### src/rtl/vend_pkg.sv
// Shared definitions for the vending sequencer.
// Holds default sizing, the FSM state type, source index names and the
// per-routine END_ADDR table (the terminator word address of each routine).
package vend_pkg;

  localparam int unsigned NUM_SRC = 4;
  localparam int unsigned AW      = 3;
  localparam int unsigned IW      = 19;

  localparam int unsigned SRC_COIN1  = 0;
  localparam int unsigned SRC_COIN5  = 1;
  localparam int unsigned SRC_COIN10 = 2;
  localparam int unsigned SRC_VEND   = 3;

  typedef enum logic [1:0] {
    IDLE,
    ISSUE,
    DONE
  } state_t;

  typedef logic [NUM_SRC-1:0][AW-1:0] end_addr_t;

  // Entry i is the END_ADDR of routine i; entry 3 is written first.
  localparam end_addr_t END_ADDR = {3'd7, 3'd5, 3'd4, 3'd3};

endpackage

### src/rtl/vend_req_counter.sv
// Per-source pending request counter.
// Ports:
//   clk, rst : clock, synchronous active-high reset
//   req      : one-cycle request pulse from the source
//   grant    : sequencer consumes one pending request this cycle
//   count    : 2-bit pending count, saturates at 3
//   ovf      : sticky flag, set when a request is dropped at saturation
import vend_pkg::*;

module vend_req_counter (
  input  logic       clk,
  input  logic       rst,
  input  logic       req,
  input  logic       grant,
  output logic [1:0] count,
  output logic       ovf
);

  always_ff @(posedge clk) begin
    if (rst) begin
      count <= '0;
      ovf   <= 1'b0;
    end else begin
      case ({req, grant})
        2'b10: begin
          if (count == 2'd3) ovf <= 1'b1;
          else               count <= count + 2'd1;
        end
        2'b01: begin
          if (count != '0) count <= count - 2'd1;
        end
        default: ;
      endcase
    end
  end

endmodule

### src/rtl/vend_sequencer.sv
// Microcode sequencer for a vending machine controller.
// Accumulates request pulses per source, grants the lowest-index pending
// source when idle, and streams that routine's instructions (addresses
// 1..END_ADDR-1) to the datapath with a valid/ready handshake.
// Ports:
//   clk, rst    : clock, synchronous active-high reset
//   req         : per-source request pulses
//   rom_sel     : routine select to the external ROM mux
//   rom_addr    : word address to the selected ROM
//   rom_dout    : combinational ROM read data
//   instr       : instruction to the datapath (= rom_dout)
//   instr_valid : instr is issuable this cycle
//   instr_ready : datapath accepts instr
//   busy        : a routine is in progress
//   done        : one-cycle pulse after a routine's last transfer
//   req_ovf     : sticky per-source overflow flags
import vend_pkg::*;

module vend_sequencer #(
  parameter int unsigned                NUM_SRC     = vend_pkg::NUM_SRC,
  parameter int unsigned                AW          = vend_pkg::AW,
  parameter int unsigned                IW          = vend_pkg::IW,
  parameter logic [NUM_SRC-1:0][AW-1:0] ROUTINE_END = vend_pkg::END_ADDR
) (
  input  logic               clk,
  input  logic               rst,
  input  logic [NUM_SRC-1:0] req,
  output logic [1:0]         rom_sel,
  output logic [AW-1:0]      rom_addr,
  input  logic [IW-1:0]      rom_dout,
  output logic [IW-1:0]      instr,
  output logic               instr_valid,
  input  logic               instr_ready,
  output logic               busy,
  output logic               done,
  output logic [NUM_SRC-1:0] req_ovf
);

  state_t                    state, state_next;
  logic [NUM_SRC-1:0][1:0]   count;
  logic [NUM_SRC-1:0]        pending;
  logic [NUM_SRC-1:0]        grant;
  logic                      any_pending;
  logic [1:0]                grant_idx;
  logic [AW-1:0]             cur_end;
  logic [AW-1:0]             grant_end;
  logic                      xfer;
  logic                      last;
  logic                      start;

  for (genvar g = 0; g < NUM_SRC; g++) begin : g_cnt
    vend_req_counter u_cnt (
      .clk   (clk),
      .rst   (rst),
      .req   (req[g]),
      .grant (grant[g]),
      .count (count[g]),
      .ovf   (req_ovf[g])
    );
    assign pending[g] = (count[g] != '0);
  end

  // Fixed priority: scan downward so the lowest pending index is kept.
  always_comb begin
    grant_idx   = '0;
    any_pending = 1'b0;
    for (int unsigned i = NUM_SRC; i > 0; i--) begin
      if (pending[i-1]) begin
        grant_idx   = 2'(i - 1);
        any_pending = 1'b1;
      end
    end
  end

  assign start     = (state == IDLE) && any_pending;
  assign cur_end   = ROUTINE_END[rom_sel];
  assign grant_end = ROUTINE_END[grant_idx];
  assign last      = (rom_addr == cur_end - AW'(1));

  always_comb begin
    grant = '0;
    if (start) grant[grant_idx] = 1'b1;
  end

  // State register
  always_ff @(posedge clk) begin
    if (rst) state <= IDLE;
    else     state <= state_next;
  end

  // Next-state logic; an empty routine (END_ADDR < 2) skips ISSUE.
  always_comb begin
    state_next = state;
    case (state)
      IDLE:    if (any_pending) state_next = (grant_end < AW'(2)) ? DONE : ISSUE;
      ISSUE:   if (xfer && last) state_next = DONE;
      DONE:    state_next = IDLE;
      default: state_next = IDLE;
    endcase
  end

  // ROM pointer: loaded on grant, advanced only on a non-final transfer.
  always_ff @(posedge clk) begin
    if (rst) begin
      rom_sel  <= '0;
      rom_addr <= '0;
    end else if (start) begin
      rom_sel  <= grant_idx;
      rom_addr <= AW'(1);
    end else if ((state == ISSUE) && xfer && !last) begin
      rom_addr <= rom_addr + AW'(1);
    end
  end

  // Outputs
  always_comb begin
    instr_valid = (state == ISSUE);
    busy        = (state != IDLE);
    done        = (state == DONE);
    instr       = rom_dout;
    xfer        = instr_valid && instr_ready;
  end

endmodule

### config.mk
export PLATFORM = sky130hd
export DESIGN_NAME = vend_sequencer
export DESIGN_NICKNAME = d
export VERILOG_FILES = /design/src/rtl/vend_pkg.sv /design/src/rtl/vend_req_counter.sv /design/src/rtl/vend_sequencer.sv
export SDC_FILE = /design/constraint.sdc
export NUM_CORES = 1
export LEC_CHECK = 0
export BUFFER_PORTS_ARGS = -buffer_cell sky130_fd_sc_hd__buf_2
export CORE_MARGIN = 2
export CORE_UTILIZATION = 45
export DETAILED_ROUTE_END_ITERATION = 10
export PLACE_DENSITY = 0.79
export SKIP_LAST_GASP = 1
export SYNTH_ARGS = -nofsm -noshare
export SYNTH_HDL_FRONTEND = slang
export SYNTH_SLANG_ARGS = --single-unit
### constraint.sdc
create_clock -name clk -period 4.65 [get_ports clk]
set_input_delay 0.465 -clock clk [delete_from_list [all_inputs] [get_ports clk]]
set_output_delay 0.465 -clock clk [all_outputs]
set_load 0.01 [all_outputs]
==> results of run 1 <==
## state kept, by name, indices dropped and copies added (netlist names)
name,count
g_cnt.u_cnt.count,8
g_cnt.u_cnt.ovf,4
rom_addr,3
rom_sel,2
state,2
## through the flow
stage          instances  total power [mW]  setup slack, ps
2_1_floorplan        145             0.304             3100
3_3_place_gp         166             0.313             3100
3_5_place_dp         166             0.318             3030
4_1_cts              170             0.403             2730
5_1_grt              170             0.426             2640
6_report             170             0.402             2710
## cells by family after synthesis
kind of cell               after synthesis
DFF                                     19
muxes                                    1
adders and majority gates                1
AOI/OAI and AO/OA                       39
xor gates and xnor gates                 2
buffers and inverters                   34
and+or+nand+nor                         49
## cell usage in the layout (no fill, tap or decap), types with 2 or more instances in the layout
cell and n:
a21oi_1 13, a31oi_1 4, a41oi_1 2, and3_1 2, buf_2 18, clkbuf_4 3, dfxtp_1 19, inv_1 6
nand2_1 11, nand3b_1 4, nor2_1 10, nor2b_1 2, nor3_1 4, nor4_1 3, o211ai_1 2, o21ai_0 6
o31ai_1 3, or3_1 3, or4b_1 2
## area by class of cell
type	count	area, um2
inverter	7	26.3
multi-input combinational	92	584
fill	264	1330
clock buffer	4	26.3
sequential	19	380
tap	30	37.5
timing repair buffer	18	90.1
## power groups by stage
stage          clock (mW)  combinational [mW]  sequential, mW
6_report           0.0853               0.111           0.205
5_1_grt            0.0935               0.124           0.208
3_5_place_dp            0               0.111           0.208
2_1_floorplan           0               0.101           0.203
4_1_cts            0.0877               0.111           0.204
3_3_place_gp            0               0.107           0.206
## tightest hold or removal path, cell delays in order, from the launching register on
cell and delay (ps):
dfxtp_1 340, a31oi_1 40, nor2_1 70
## per-layer routing
layer / vias to the layer above / share of wire, % / GRT usage, % / wire (um)
li1: 496 / - / - / -
met1: 473 / 46 / 18.5 / 1060
met2: 28 / 46 / 22.3 / 1050
met3: 5 / 6.7 / 7.03 / 153
met4: 0 / 1.4 / 5.23 / 32
met5: - / 0 / 0 / 0
## how the worst max path moves through the flow
| stage | startpoint | endpoint | slack [ps] |
|---|---|---|---|
| 2_1_floorplan | rom_addr[2]$_SDFFE_PP0P_ | state[0]$_SDFFE_PP0P_ | 3100 |
| 3_3_place_gp | instr_ready | rom_addr[2]$_SDFFE_PP0P_ | 3100 |
| 3_5_place_dp | instr_ready | rom_addr[2]$_SDFFE_PP0P_ | 3030 |
| 4_1_cts | state[1]$_SDFFE_PP0P_ | busy | 2730 |
| 5_1_grt | state[1]$_SDFFE_PP0P_ | busy | 2640 |
| 6_report | state[1]$_SDFFE_PP0P_ | busy | 2710 |
==> flow_metrics.py, run 1 <==
metrics = {
    "status": {
        "status": "completed",
    },
    "critical_path": {
        "critical_path.slowest_cell": "dfxtp_1",
        "r2r_cells": 4,
        "arrival_ps": 1470,
        "path_max_fanout": 8,
        "r2r-end": "state[0]$_SDFFE_PP0P_",
        "worstSetupPathType": "reg -> out",
        "start_kind": "flop",
        "path_depth": 3,
        "rrSetupSlack_ps": 3000,
        "slowest_delay_ps": 380,
        "cp_top_family": "buffers and inverters",
        "r2r_start": "rom_addr[2]$_SDFFE_PP0P_",
        "required_ps": 4180,
        "crit_chain": "nor2_2 -> clkinv_1 -> buf_2",
        "cp-end-kind": "output port",
        "crit_buf_inv": 2,
    },
    "cts": {
        "cts_tree": "done",
        "clock-sinks": 19,
        "clkTransAtPathRegs_ps": 100,
        "cts_resized": 0,
        "ctsRootBufferMaster": "clkbuf_4",
        "cts_buffer_depth": 2,
        "post_cts_buffers": 0,
        "insertion_delay_ps": 300,
        "htreeDepth": 1,
        "cts_inserted_buffers": 3,
        "cts_hold_buf": 0,
    },
    "yosys": {
        "synth_fa_ha_area_share_pct": 1.06,
        "yosysWarnings": 0,
        "synth_compound_area_share_pct": 22.1,
        "ys_seq_area_share_pct": 32.2,
        "synth_xor_area_share_pct": 1.48,
        "syn-instance-count": 145,
        "synth.area.top_cells": "dfxtp_1 32%, buf_4 15%, a21oi_1 5.5%",
        "synth_edf_count": 0,
        "synth_nets": 172,
        "synth_common_cells": "23 x buf_4, 19 x dfxtp_1, 13 x a21oi_1, 11 x nand2_1, 10 x nor2_1",
        "muxShareOfSynthArea_pct": 0.848,
        "synthDistinctLibCells": 42,
        "synth_ff_type": "dfxtp_1",
        "async_flop_share_pct": 0,
        "yosysMostFrequentCell": "buf_4",
        "synth_area_per_cell_um2": 8.14,
        "synth_seq_cells": 19,
        "synth_top_family_by_area": "simple AND/OR/NAND/NOR gates",
        "synth_top_area_share_pct": 32.2,
        "synth_simple_gate_area_share_pct": 24.1,
        "synth_largest_area_cell": "dfxtp_1",
        "synth_area_um2": 1180,
    },
    "sta": {
        "max-slew-margin-rel_pct": 65.8,
        "hold_viol": 0,
        "fin_crit_ps": 1940,
        "worst-slew-pin-transition_ps": 509,
        "fin_tns_setup_ps": 0,
        "worst_hold_slack_ps": 479,
        "rsz0062_at_grt": "no",
        "fin_crit_sh_pct": 41.7,
        "final.setup_skew_ps": 0.914,
        "fmax_mhz": 516,
        "finalSetupViolCount": 0,
        "final_max_slew_viol_count": 0,
    },
    "finish": {
        "syn2layout_area_growth_pct": -2.97,
        "layout.nets": 168,
        "final_util_pct": 46.2,
        "n_antenna_cell": 0,
        "final_cell_area_um2": 1140,
        "layout-drive-gt1-share_pct": 20.7,
    },
    "run": {
        "maxCapViolCount": 0,
    },
    "placed_design": {
        "gp_congestion": 0.822,
        "dpl-instance-area_um2": 1120,
        "numPortBuffers": 18,
        "hpwl_um": 1690,
    },
    "floorplan": {
        "io_pins": 57,
        "start_util_pct": 47.6,
        "dieArea_um2": 3050,
        "chipWidth_um": 55.2,
        "num_rows": 18,
        "coreArea_um2": 2480,
        "die-height_um": 55.2,
    },
    "grt": {
        "grt_first_pass_wirelength_um": 3730,
        "grt.total_usage_pct": 14.8,
        "overflow": 0,
        "grt_max_degree": 19,
        "grt_pass1_vias": 850,
        "antenna_found_initial": 0,
    },
    "power": {
        "switchingPower_mw": 0.141,
        "p_int_mw": 0.260,
        "clkPwrFrac_pct": 21.2,
        "pwr-share-comb_pct": 27.7,
        "sequentialPowerShare_pct": 51.1,
        "irDropWorstVdd_mv": 0.216,
        "powerDensity_nw_per_um2": 351,
        "swShare_pct": 35.2,
        "p_leak_nw": 0.472,
    },
    "min_path": {
        "hold_depth": 2,
        "min_to": "g_cnt[1].u_cnt.ovf$_SDFFE_PP0P_",
        "min_path_type": "reg -> reg",
        "min_from": "g_cnt[1].u_cnt.ovf$_SDFFE_PP0P_",
    },
    "route": {
        "dr.pass1.iters": 4,
        "routedWlPerCell_um": 13.5,
        "routed_wl_um": 2300,
        "via_per_inst": 5.89,
        "drc": 0,
        "routed-via-count": 1002,
        "drt_iter0_drc": 27,
        "final_antenna_net_count": 0,
    },
}
Note: power is estimated with default switching activity, not from simulation.
==> inputs of run 2 (changes only) <==
- CORE_UTILIZATION: 45 -> 41
- PLACE_DENSITY: 0.79 -> 0.76
- clock period: 4.65 -> 1.7 ns (I/O delays scaled with it)
==> run 2 against run 1 <==
Critical path type is now reg -> reg. Sequential power rose to 2.8 times the previous value. Via count down 0.70%. Global-route usage up 0.51 points. Register-to-register slack worse by 3000 ps. Largest power group unchanged. Clock skew up 3.8 ps. Highest routed layer unchanged. Worst hold slack worse by 270 ps. Critical path depth up 1.
==> flow_metrics.py, run 2 (synthesis results as in run 1) <==
metrics = {
    "finish": {
        "final_util_pct": 43.0,
        "largest_reg_flops": 8,
        "reg_top3": "g_cnt.u_cnt.count (8), g_cnt.u_cnt.ovf (4), rom_addr (3)",
        "stdcell_count": 173,
        "final_cell_mix": "18 x dfxtp_1, 18 x buf_2, 13 x a21oi_1",
        "layout.nets": 170,
        "regMostFlops": "g_cnt.u_cnt.count",
        "n_antenna_cell": 0,
        "syn2layout_area_growth_pct": -0.318,
        "layout-drive-gt1-share_pct": 23.2,
    },
    "cts": {
        "htreeDepth": 1,
        "clock-sinks": 19,
        "insertion_delay_ps": 300,
        "cts_hold_buf": 0,
        "cts_inserted_buffers": 3,
        "cts_buffer_depth": 2,
        "cts_tree": "done",
        "clkTransAtPathRegs_ps": 110,
        "ctsRootBufferMaster": "clkbuf_4",
        "cts_resized": 0,
        "post_cts_buffers": 0,
    },
    "status": {
        "status": "completed",
    },
    "critical_path": {
        "worstSetupPathType": "reg -> reg",
        "crit_path_start": "rom_addr[2]$_SDFFE_PP0P_",
        "cp-end-kind": "flop",
        "r2r_cells": 4,
        "path_max_fanout": 7,
        "r2r_start": "rom_addr[2]$_SDFFE_PP0P_",
        "required_ps": 1910,
        "crit_end": "state[0]$_SDFFE_PP0P_",
        "start_kind": "flop",
        "arrival_ps": 1870,
        "rrSetupSlack_ps": 40,
        "r2r-end": "state[0]$_SDFFE_PP0P_",
    },
    "sta": {
        "finalSetupViolCount": 0,
        "fin_crit_sh_pct": 97.7,
        "max-slew-margin-rel_pct": 66.0,
        "final.setup_skew_ps": 4.69,
        "fin_crit_ps": 1660,
        "worst-slew-pin-transition_ps": 506,
        "setup_slack_ps": 38.3,
        "final_max_slew_viol_count": 0,
        "hold_viol": 0,
        "fmax_mhz": 602,
        "rsz0062_at_grt": "yes",
    },
    "floorplan": {
        "io_pins": 57,
        "dieArea_um2": 3320,
        "chipWidth_um": 57.6,
        "die-height_um": 57.6,
        "start_util_pct": 43.2,
        "num_rows": 19,
        "coreArea_um2": 2730,
    },
    "route": {
        "routedWlPerCell_um": 14.1,
        "via_per_inst": 5.75,
        "drt_iter0_drc": 39,
        "final_antenna_net_count": 0,
        "drc": 0,
        "routed-via-count": 995,
        "dr.pass1.iters": 4,
        "routed_wl_um": 2440,
    },
    "power": {
        "irDropWorstVdd_mv": 0.510,
        "powerDensity_nw_per_um2": 950,
        "p_leak_nw": 0.484,
    },
    "grt": {
        "overflow": 0,
        "grt_max_degree": 19,
        "antenna_found_initial": 0,
        "grt_first_pass_wirelength_um": 4070,
        "grt.total_usage_pct": 15.3,
        "grt_pass1_vias": 918,
    },
    "run": {
        "maxCapViolCount": 0,
    },
    "min_path": {
        "hold_depth": 3,
        "min_path_type": "in -> reg",
    },
    "placed_design": {
        "dp_cells": 169,
        "numPortBuffers": 18,
        "hpwl_um": 1810,
        "gp_congestion": 0.925,
        "pre_cts_slack_ps": 64.6,
    },
}
## run 2: changes by cell type in the layout (fill, tap and decap cells not counted), sizes merged
cell    before  now
buf         18   20
clkbuf       4    3
clkinv       1    2
## run 2: how the worst min path moves through the flow
stage | startpoint | endpoint | slack [ps]
2_1_floorplan | req[3] | g_cnt[3].u_cnt.count[1]$_SDFFE_PP0P_ | 340
5_1_grt | instr_ready | state[0]$_SDFFE_PP0P_ | 210
4_1_cts | instr_ready | state[0]$_SDFFE_PP0P_ | 190
3_3_place_gp | rom_dout[1] | instr[1] | 340
6_report | instr_ready | state[0]$_SDFFE_PP0P_ | 210
3_5_place_dp | rom_dout[1] | instr[1] | 340
## run 2: stage by stage
stage	cell area, um2	hold slack, ps	total power, mW	TNS (ps)
final	1180	207	1.12	0
after CTS	1160	194	1.13	0
after global placement	1130	340	0.868	0
after floorplan	1180	337	0.831	0
after global routing	1180	214	1.20	-32.3
after detailed placement	1130	340	0.884	0
## run 2: final cells by class
class	instances	area, um2
fill	264	1560
clock buffer	3	22.5
tap	31	38.8
timing repair buffer	20	105
sequential	19	382
clock inverter	1	5.00
inverter	7	26.3
multi-input combinational	92	597
## run 2: worst max-delay path: stages, from the launching register on
cell and delay (ps):
dfxtp_1 390, or4b_1 610, o22ai_4 220, nor2_1 100, o221a_2 240
## run 2: power breakdown
group          internal, mW  switching, mW
clock network        0.0878          0.146
logic                 0.143          0.176
registers             0.488         0.0765
## run 2: routing by layer
layer  wire (um)  vias up  GRT usage (%)
met4          26        0           4.98
met1        1020      454           17.9
met3         170        4           5.13
met5           0        -              0
met2        1220       39           26.5
li1            -      498              -
